### config.mk
export PLATFORM = sky130hd
export DESIGN_NAME = div_seq_flat
export DESIGN_NICKNAME = d
export VERILOG_FILES = /design/src/rtl/alu_pkg.sv /design/src/rtl/div_seq_if.sv /design/src/rtl/div_step.sv /design/src/rtl/div_seq.sv /design/src/flat_wrapper.sv
export SDC_FILE = /design/constraint.sdc
export NUM_CORES = 1
export LEC_CHECK = 0
export ABC_AREA = 1
export ABC_CLOCK_PERIOD_IN_PS = 2100
export CAP_MARGIN = 20
export CORE_MARGIN = 8
export CORE_UTILIZATION = 53
export CTS_CLUSTER_SIZE = 40
export DETAILED_ROUTE_END_ITERATION = 8
export GPL_TIMING_DRIVEN = 0
export PLACE_DENSITY = 0.79
export SLEW_MARGIN = 20
export SYNTH_ARGS = -nofsm -noshare
export SYNTH_HDL_FRONTEND = slang
export SYNTH_SLANG_ARGS = --single-unit
### constraint.sdc
create_clock -name clk -period 2.1 [get_ports clk]
set_clock_uncertainty 0.05 [all_clocks]
set_input_delay 0.42 -clock clk [delete_from_list [all_inputs] [get_ports clk]]
set_output_delay 0.42 -clock clk [all_outputs]
set_load 0.05 [all_outputs]
### src/rtl/alu_pkg.sv
// Shared ALU definitions: function select codes and the divider state encoding.
package alu_pkg;

    localparam logic [1:0] FUNC_ADD = 2'b00;
    localparam logic [1:0] FUNC_SUB = 2'b01;
    localparam logic [1:0] FUNC_MUL = 2'b10;
    localparam logic [1:0] FUNC_DIV = 2'b11;

    typedef enum logic [1:0] {
        IDLE = 2'b00,
        CALC = 2'b01,
        DONE = 2'b10
    } div_state_t;

endpackage

### src/rtl/div_seq_if.sv
// Request/result bundle between the ALU (master) and the sequential divider (slave).
interface div_seq_if #(parameter int width = 6);

    logic               start;
    logic [width-1:0]   a;
    logic [width-1:0]   b;
    logic               busy;
    logic               done;
    logic [2*width-1:0] out;
    logic               ovf;

    modport master (output start, a, b, input busy, done, out, ovf);
    modport slave  (input start, a, b, output busy, done, out, ovf);

endinterface

### src/rtl/div_step.sv
// One restoring-division stage: shift in the next dividend bit, trial-subtract, select.
module div_step #(
    parameter int width = 6
) (
    input  logic [width-1:0] rem_in,
    input  logic             msb_in,
    input  logic [width-1:0] divisor,
    output logic [width-1:0] rem_out,
    output logic             q_bit
);

    logic [width:0] shifted;
    logic [width:0] diff;

    always_comb begin
        shifted = {rem_in, msb_in};
        diff    = shifted - {1'b0, divisor};
        // A clear borrow bit means the trial subtraction did not go negative
        q_bit   = ~diff[width];
        rem_out = q_bit ? diff[width-1:0] : shifted[width-1:0];
    end

endmodule

### src/rtl/div_seq.sv
// Sequential restoring divider, one quotient bit per clock; results as {remainder, quotient}.
// Define DIV_SIGNED_EN for two's-complement truncating division around the same unsigned core.
module div_seq
    import alu_pkg::*;
#(
    parameter int width = 6
) (
    input  logic     clk,
    input  logic     rst,
    div_seq_if.slave bus
);

    localparam int CNT_W = (width > 1) ? $clog2(width) : 1;

    div_state_t       state_reg, state_next;
    logic [CNT_W-1:0] cnt_reg;
    logic [width-1:0] rem_reg, quo_reg, div_reg;
    logic             ovf_pend_reg;
    logic [2*width-1:0] out_reg;
    logic             ovf_reg, done_reg;

    logic             accept, div_zero, last_iter;
    logic [width-1:0] step_rem;
    logic             step_q;
    logic [width-1:0] a_core, b_core, res_q, res_r;
    logic             ovf_cap;

`ifdef DIV_SIGNED_EN
    logic neg_q_reg, neg_r_reg;

    always_comb begin
        a_core  = bus.a[width-1] ? width'(0) - bus.a : bus.a;
        b_core  = bus.b[width-1] ? width'(0) - bus.b : bus.b;
        ovf_cap = (bus.a == {1'b1, {(width-1){1'b0}}}) && (bus.b == {width{1'b1}});
        res_q   = neg_q_reg ? width'(0) - quo_reg : quo_reg;
        res_r   = neg_r_reg ? width'(0) - rem_reg : rem_reg;
    end
`else
    always_comb begin
        a_core  = bus.a;
        b_core  = bus.b;
        ovf_cap = 1'b0;
        res_q   = quo_reg;
        res_r   = rem_reg;
    end
`endif

    assign accept    = bus.start && (state_reg != CALC);
    assign div_zero  = (bus.b == '0);
    assign last_iter = (cnt_reg == CNT_W'(width - 1));

    div_step #(.width(width)) u_step (
        .rem_in  (rem_reg),
        .msb_in  (quo_reg[width-1]),
        .divisor (div_reg),
        .rem_out (step_rem),
        .q_bit   (step_q)
    );

    always_ff @(posedge clk) begin
        if (rst) state_reg <= IDLE;
        else     state_reg <= state_next;
    end

    always_comb begin
        state_next = state_reg;
        case (state_reg)
            IDLE, DONE: begin
                if (state_reg == DONE) state_next = IDLE;
                if (bus.start)         state_next = div_zero ? DONE : CALC;
            end
            CALC:    if (last_iter) state_next = DONE;
            default: state_next = IDLE;
        endcase
    end

    always_ff @(posedge clk) begin
        if (rst) begin
            cnt_reg      <= '0;
            rem_reg      <= '0;
            quo_reg      <= '0;
            div_reg      <= '0;
            ovf_pend_reg <= 1'b0;
            out_reg      <= '0;
            ovf_reg      <= 1'b0;
            done_reg     <= 1'b0;
`ifdef DIV_SIGNED_EN
            neg_q_reg    <= 1'b0;
            neg_r_reg    <= 1'b0;
`endif
        end else begin
            done_reg <= (state_reg == DONE);
            // Result is taken from the pre-edge registers, so a back-to-back capture is safe
            if (state_reg == DONE) begin
                out_reg <= {res_r, res_q};
                ovf_reg <= ovf_pend_reg;
            end
            if (accept) begin
                cnt_reg <= '0;
                div_reg <= b_core;
                if (div_zero) begin
                    rem_reg      <= bus.a;
                    quo_reg      <= '1;
                    ovf_pend_reg <= 1'b1;
`ifdef DIV_SIGNED_EN
                    neg_q_reg    <= 1'b0;
                    neg_r_reg    <= 1'b0;
`endif
                end else begin
                    rem_reg      <= '0;
                    quo_reg      <= a_core;
                    ovf_pend_reg <= ovf_cap;
`ifdef DIV_SIGNED_EN
                    neg_q_reg    <= bus.a[width-1] ^ bus.b[width-1];
                    neg_r_reg    <= bus.a[width-1];
`endif
                end
            end else if (state_reg == CALC) begin
                rem_reg <= step_rem;
                quo_reg <= {quo_reg[width-2:0], step_q};
                cnt_reg <= cnt_reg + 1'b1;
            end
        end
    end

    assign bus.busy = (state_reg == CALC);
    assign bus.done = done_reg;
    assign bus.out  = out_reg;
    assign bus.ovf  = ovf_reg;

endmodule

### src/flat_wrapper.sv
// flat-port wrapper written by rule: the top's interface ports become plain ports
module div_seq_flat import alu_pkg::*;
#(
    parameter int width = 6
)
  (clk, rst, bus_start, bus_a, bus_b, bus_busy, bus_done, bus_out, bus_ovf);
  div_seq_if #(.width(width)) bus_i ();
  input  logic clk;
  input  logic rst;
  input wire logic [$bits(bus_i.start)-1:0] bus_start;
  input wire logic [$bits(bus_i.a)-1:0] bus_a;
  input wire logic [$bits(bus_i.b)-1:0] bus_b;
  output wire logic [$bits(bus_i.busy)-1:0] bus_busy;
  output wire logic [$bits(bus_i.done)-1:0] bus_done;
  output wire logic [$bits(bus_i.out)-1:0] bus_out;
  output wire logic [$bits(bus_i.ovf)-1:0] bus_ovf;
  assign bus_i.start = bus_start;
  assign bus_i.a = bus_a;
  assign bus_i.b = bus_b;
  assign bus_busy = bus_i.busy;
  assign bus_done = bus_i.done;
  assign bus_out = bus_i.out;
  assign bus_ovf = bus_i.ovf;
  div_seq #(.width(width)) u_core (.clk(clk), .rst(rst), .bus(bus_i));
endmodule
Word-level counts from Yosys, hierarchy flattened --
Cells that the tools add are included.
Operators by class: equal/unequal tests 6, add/subtract/negate cells 2, bitwise logic cells 1, reduce and logical (&&, ||, !) cells 7, multiplexer cells 13
Operator list (count):
- 2-to-1 mux 6 bit | 7
- 2-to-1 mux 2 bit | 4
- subtractor 7 x 6 -> 7 bit | 1
- zero test 6 bit | 1
- != test 2 x 1 -> 1 bit, second input constant | 2
- case mux 2 bit (2 select lines) | 1
- OR reduction 2 bit | 2
- adder 3 x 1 -> 3 bit, second input constant | 1
- equality test 3 bit, second input constant | 1
- != test 3 x 2 -> 1 bit, second input constant | 1
- equality test 2 x 1 -> 1 bit, second input constant | 1
- equality test 2 bit, second input constant | 1
- zero test 2 bit | 1
- AND reduction 2 bit | 1
- nonzero test 2 bit | 1
- logical AND 1 bit | 1
- 2-to-1 mux 1 bit | 1
- inverter 1 bit | 1
Word-level totals: logic and storage cells 38, output and inout port bits 15, bits in registers 38

Longest topological paths before layout --
depth after elaboration 4, mapped depth 14, depth with buffers taken out 14

Cells and area by module --
Synthesis repeated with hierarchy kept, for this count alone.
Unflattened totals: cells, all modules 302, area total of the unflattened synthesis 2068.2 µm²
Modules (own cells, without submodules):
- div_seq | cells each 233, times used 1, sequential area each 760.7 µm², area an instance 1652.8 µm²
- div_step | cells each 69, times used 1, sequential area each 0.0 µm², area an instance 415.4 µm²

Worst setup path after synthesis --
OpenSTA, ideal clock, no wires.
path type flip-flop to flip-flop, start register u_core.quo_reg[5], end register u_core.rem_reg[5], path buffers 0, setup time 0.117 ns, cell stages (with the launch flop) 15, data arrival time 1.645 ns, path slack 0.288 ns, required time 1.933 ns, period minus slack after synthesis 1.812 ns, path through dfxtp_1 > inv_1 > ha_1 > inv_1 > fa_1 > nand2_1 > nand2_2 > nand3_4 > nand2_4 > nand2_4 > nand2_4 > nor2_2 > nor2_1 > nor2_1 > nor2_1
Between the ends: word-level cells in the longest chain between the ends 4
Ends and longest elaborated chain:
- start, declared | RTL line div_seq.sv:17 | logic [width-1:0] rem_reg, quo_reg, div_reg;
- start signal, assigned | RTL line div_seq.sv:111 | quo_reg <= a_core;
- start signal, assigned | RTL line div_seq.sv:120 | quo_reg <= {quo_reg[width-2:0], step_q};
- subtractor 7 x 6 -> 7 bit | RTL line div_step.sv:17 | diff = shifted - {1'b0, divisor};
- 2-to-1 mux 6 bit | RTL line div_step.sv:20 | rem_out = q_bit ? diff[width-1:0] : shifted[width-1:0];
- 2-to-1 mux 6 bit | RTL line div_seq.sv:118 | end else if (state_reg == CALC) begin
- 2-to-1 mux 6 bit | RTL line div_seq.sv:98 | if (accept) begin
- end signal, assigned | RTL line div_seq.sv:102 | rem_reg <= bus.a;
- end signal, assigned | RTL line div_seq.sv:119 | rem_reg <= step_rem;
- end, declared | RTL line div_seq.sv:17
Every way passes these cells. The select of a mux whose other input is x is not followed. A chain may end at the register's enable or synchronous reset.

Worst setup path after layout --
start register u_core.out_reg[5] (netlist: u_core.bus.out[5]), end output port bus_out[5]
RTL lines:
- start, declared | RTL line div_seq.sv:19 | logic [2*width-1:0] out_reg;
- start signal, assigned | RTL line div_seq.sv:95 | out_reg <= {res_r, res_q};
- end, declared | RTL line flat_wrapper.sv:15 | output wire logic [$bits(bus_i.out)-1:0] bus_out;
No word-level cell between the ends.

==> results.md <==
* Hold depth at 2
* DR DRC count at 0
* Worst slew pin tran at 509 ps
* Final net count at 322
* R2r startpoint: u_core.quo_reg[5]$_SDFFE_PP0P_
* Detailed-placement wirelength estimate at 3.44 mm
* PortBufs at 29
* Worst-skew pair later-pin latency at 350 ps
* Crit path DAT at 1500 ps
* WL final at 4.46 mm
* CP Cell Sequence: clkdlybuf4s50_1
* Most common cell after layout, fill and taps aside: nand2_1
* Total track usage at 15.7%
* Seq/Total Area, Yosys at 39.6%
* Ant diodes at 0
* Worst-path maximum fanout at 2
* WHS Endpoint: u_core.bus.ovf$_SDFFE_PP0P_
* PnR Total Power at 2.02 mW
* Critical Path End Type: output port
* Max IR drop VDD at 597 µV
* Placed cell count at 339
* Avg Inst Size Synth at 7.34 µm²
* Unrepaired setup endpoints after global routing: no
* Worst setup SP type: flop
* Final Hold Viols at 0
* Final ANT Viol Nets at 0
* Worst path slowest cell: clkdlybuf4s50_1
* Die Area at 0.00581 mm²
* Pwr dens at 858 mW/mm²
* Largest net degree at the start of global routing at 12
* R2R cell count at 14
* Hold buffers post-CTS at 0
* Sw frac at 34.8%
* Clk buf depth at 2
* # IOs at 30
* Slew Limit Fails at 0
* Reg-to-reg slack, setup at 190 ps
* Die Span X at 76.2 µm
* Comb power frac at 33.9%
* Setup Buffers After CTS at 0
* CTS tree: built
* Worst slew margin at 66.0%
* Sequential power share at 40.6%
* Gate Count Post-Synth at 262
* Outcome: finished, final reports clean
* Critical R2R Capture: u_core.rem_reg[5]$_SDFFE_PP0P_
* Initial DRC count at 120
* Layout area overhead at 22.7%
* Total CTS buffers at 5
* GP Congestion at 0.860
* Clock Sinks at 38
* Row count at 22
* Yosys cell types at 32
* H-tree lvl count at 2
* Syn_nets at 286
* Die Y at 76.2 µm
* Root buffer cell: clkbuf_4
* Pre-antenna DRT Iters at 4
* Fill cell count at 331
* Commonest cells after routing, fill and taps aside: nand2_1, dfxtp_1, inv_1, a21oi_1, clkdlybuf4s50_1
* Vias at 1804
* Max-Cap Viols at 0
* Crit path kind: flop to output port
* CP delay by family, top: buffers and inverters
* Critical Path Max Stage Delay at 810 ps
* Fin crit period at 1970 ps
* Internal power at 1.32 mW
* Tcrit/Tclk final at 93.7%
* Critical Path RT at 1630 ps
* Drt via density at 5.21
* Peak Freq at 508 MHz
* Total gr overflow at 0
* Hold path start: u_core.ovf_pend_reg$_SDFFE_PP0P_
* Final setup fails at 0
* Setup TNS at 0 ps
* Post-Layout Cell Count at 346
* Clock Power Share at 25.5%
* Wirelength per Cell at 12.9 µm
* Crit path buf inv count at 1
* Initial antenna violation count at 0
* First-pass GRT wire length at 7.70 mm
* Leakage at 1.04 nW
* Yosys warns at 0
* Initial Util at 53.7%
* Core outline area at 0.00358 mm²
* Min-delay worst type: flop to flop
* Layout cell share with drive strength beyond 1 at 10.7%
* Yosys reg bits at 38
* Number of flip-flops in the largest register at 12
* Psw at 0.704 mW
* Register clock-pin slew on the reported worst setup and hold paths at 110 ps
* Number of global-route vias before repair at 1701
* Synthesized area at 0.00192 mm²
per-layer routing:
metal / wire (µm) / vias to the layer above / global-route usage (%)
li1: - / 923 / -
met1: 2070 / 835 / 19.7
met2: 2110 / 38 / 25.4
met3: 219 / 8 / 4.25
met4: 63 / 0 / 5.00
met5: 0 / - / 0
logic make-up (layout without fill, tap and decap cells):
group	Yosys count	count (layout)	share of synthesized area [%]
AOI/OAI and AO/OA	65	65	18.4
DFF	38	38	39.6
xor gates and xnor gates	2	2	0.912
adders and majority gates	9	9	6.25
buffers and inverters	49	85	10.0
and+or+nand+nor	99	99	24.9
tightest hold or removal path: stages (launching register included):
cell	delay [ps]
dfxtp_1	310
inv_1	60
a21oi_1	60
through the flow:
| stage | hold slack (ps) | cell area (µm²) | setup WS [ps] | util, % |
|---|---|---|---|---|
| after CTS | 416 | 2350 | 60.5 | 65.8 |
| after detailed placement | 395 | 2270 | 3.42 | 63.5 |
| after global placement | 398 | 2270 | 5.97 | 63.5 |
| after floorplan | 380 | 1920 | 288 | - |
| final | 416 | 2360 | 133 | 65.9 |
| after global routing | 435 | 2360 | 20.4 | 65.9 |
cell type report:
cell class | instances | area (µm²) | share of cell area (%)
Multi-Input combinational cell | 175 | 978 | 41.5
Sequential cell | 38 | 761 | 32.3
Timing Repair Buffer | 29 | 285 | 12.1
Inverter | 40 | 150 | 6.37
Tap cell | 48 | 60.1 | 2.55
Clock buffer | 6 | 51.3 | 2.18
Buffer | 9 | 42.5 | 1.80
Clock inverter | 1 | 30.0 | 1.27
cell usage after synthesis, drive strengths merged:
master,count,area [µm²]
nand3,17,103
nand4,2,12.5
a22oi,1,7.51
nand2,49,216
clkbuf,4,15.0
ha,8,100
nor2,26,113
o22ai,2,12.5
a21oi,29,149
xor2,1,8.76
inv,40,150
nand3b,3,22.5
fa,1,20.0
nor3,1,5.00
o21ai,27,135
a31oi,1,6.26
a221oi,2,17.5
dfxtp,38,761
or2,1,6.26
buf,5,27.5
a41oi,2,17.5
o31ai,1,7.51
xnor2,1,8.76
repair_timing:
item,4_1_cts,5_1_grt
cloned,0,0
endpoints found under the setup margin,1,7
gates resized for setup,3,5
power groups by stage:
stage | registers (mW) | logic [mW] | clock network (mW)
floorplan | 0.867 | 0.486 | 0
global placement | 0.836 | 0.663 | 0
detailed placement | 0.837 | 0.674 | 0
CTS | 0.821 | 0.677 | 0.520
global route | 0.829 | 0.775 | 0.546
finish | 0.821 | 0.687 | 0.516
worst max-delay path by stage:
stage	startpoint	endpoint	depth (start not counted)
5_1_grt	u_core.quo_reg[5]$_SDFFE_PP0P_	u_core.rem_reg[5]$_SDFFE_PP0P_	14
3_5_place_dp	u_core.state_reg[0]$_SDFFE_PP0P_	bus_busy	4
3_3_place_gp	u_core.state_reg[0]$_SDFFE_PP0P_	bus_busy	4
4_1_cts	u_core.state_reg[0]$_SDFFE_PP0P_	bus_busy	4
2_1_floorplan	u_core.quo_reg[5]$_SDFFE_PP0P_	u_core.rem_reg[5]$_SDFFE_PP0P_	14
6_report	u_core.bus.out[5]$_SDFFE_PP0P_	bus_out[5]	1
No activity file was read; power rests on OpenSTA's default activity.
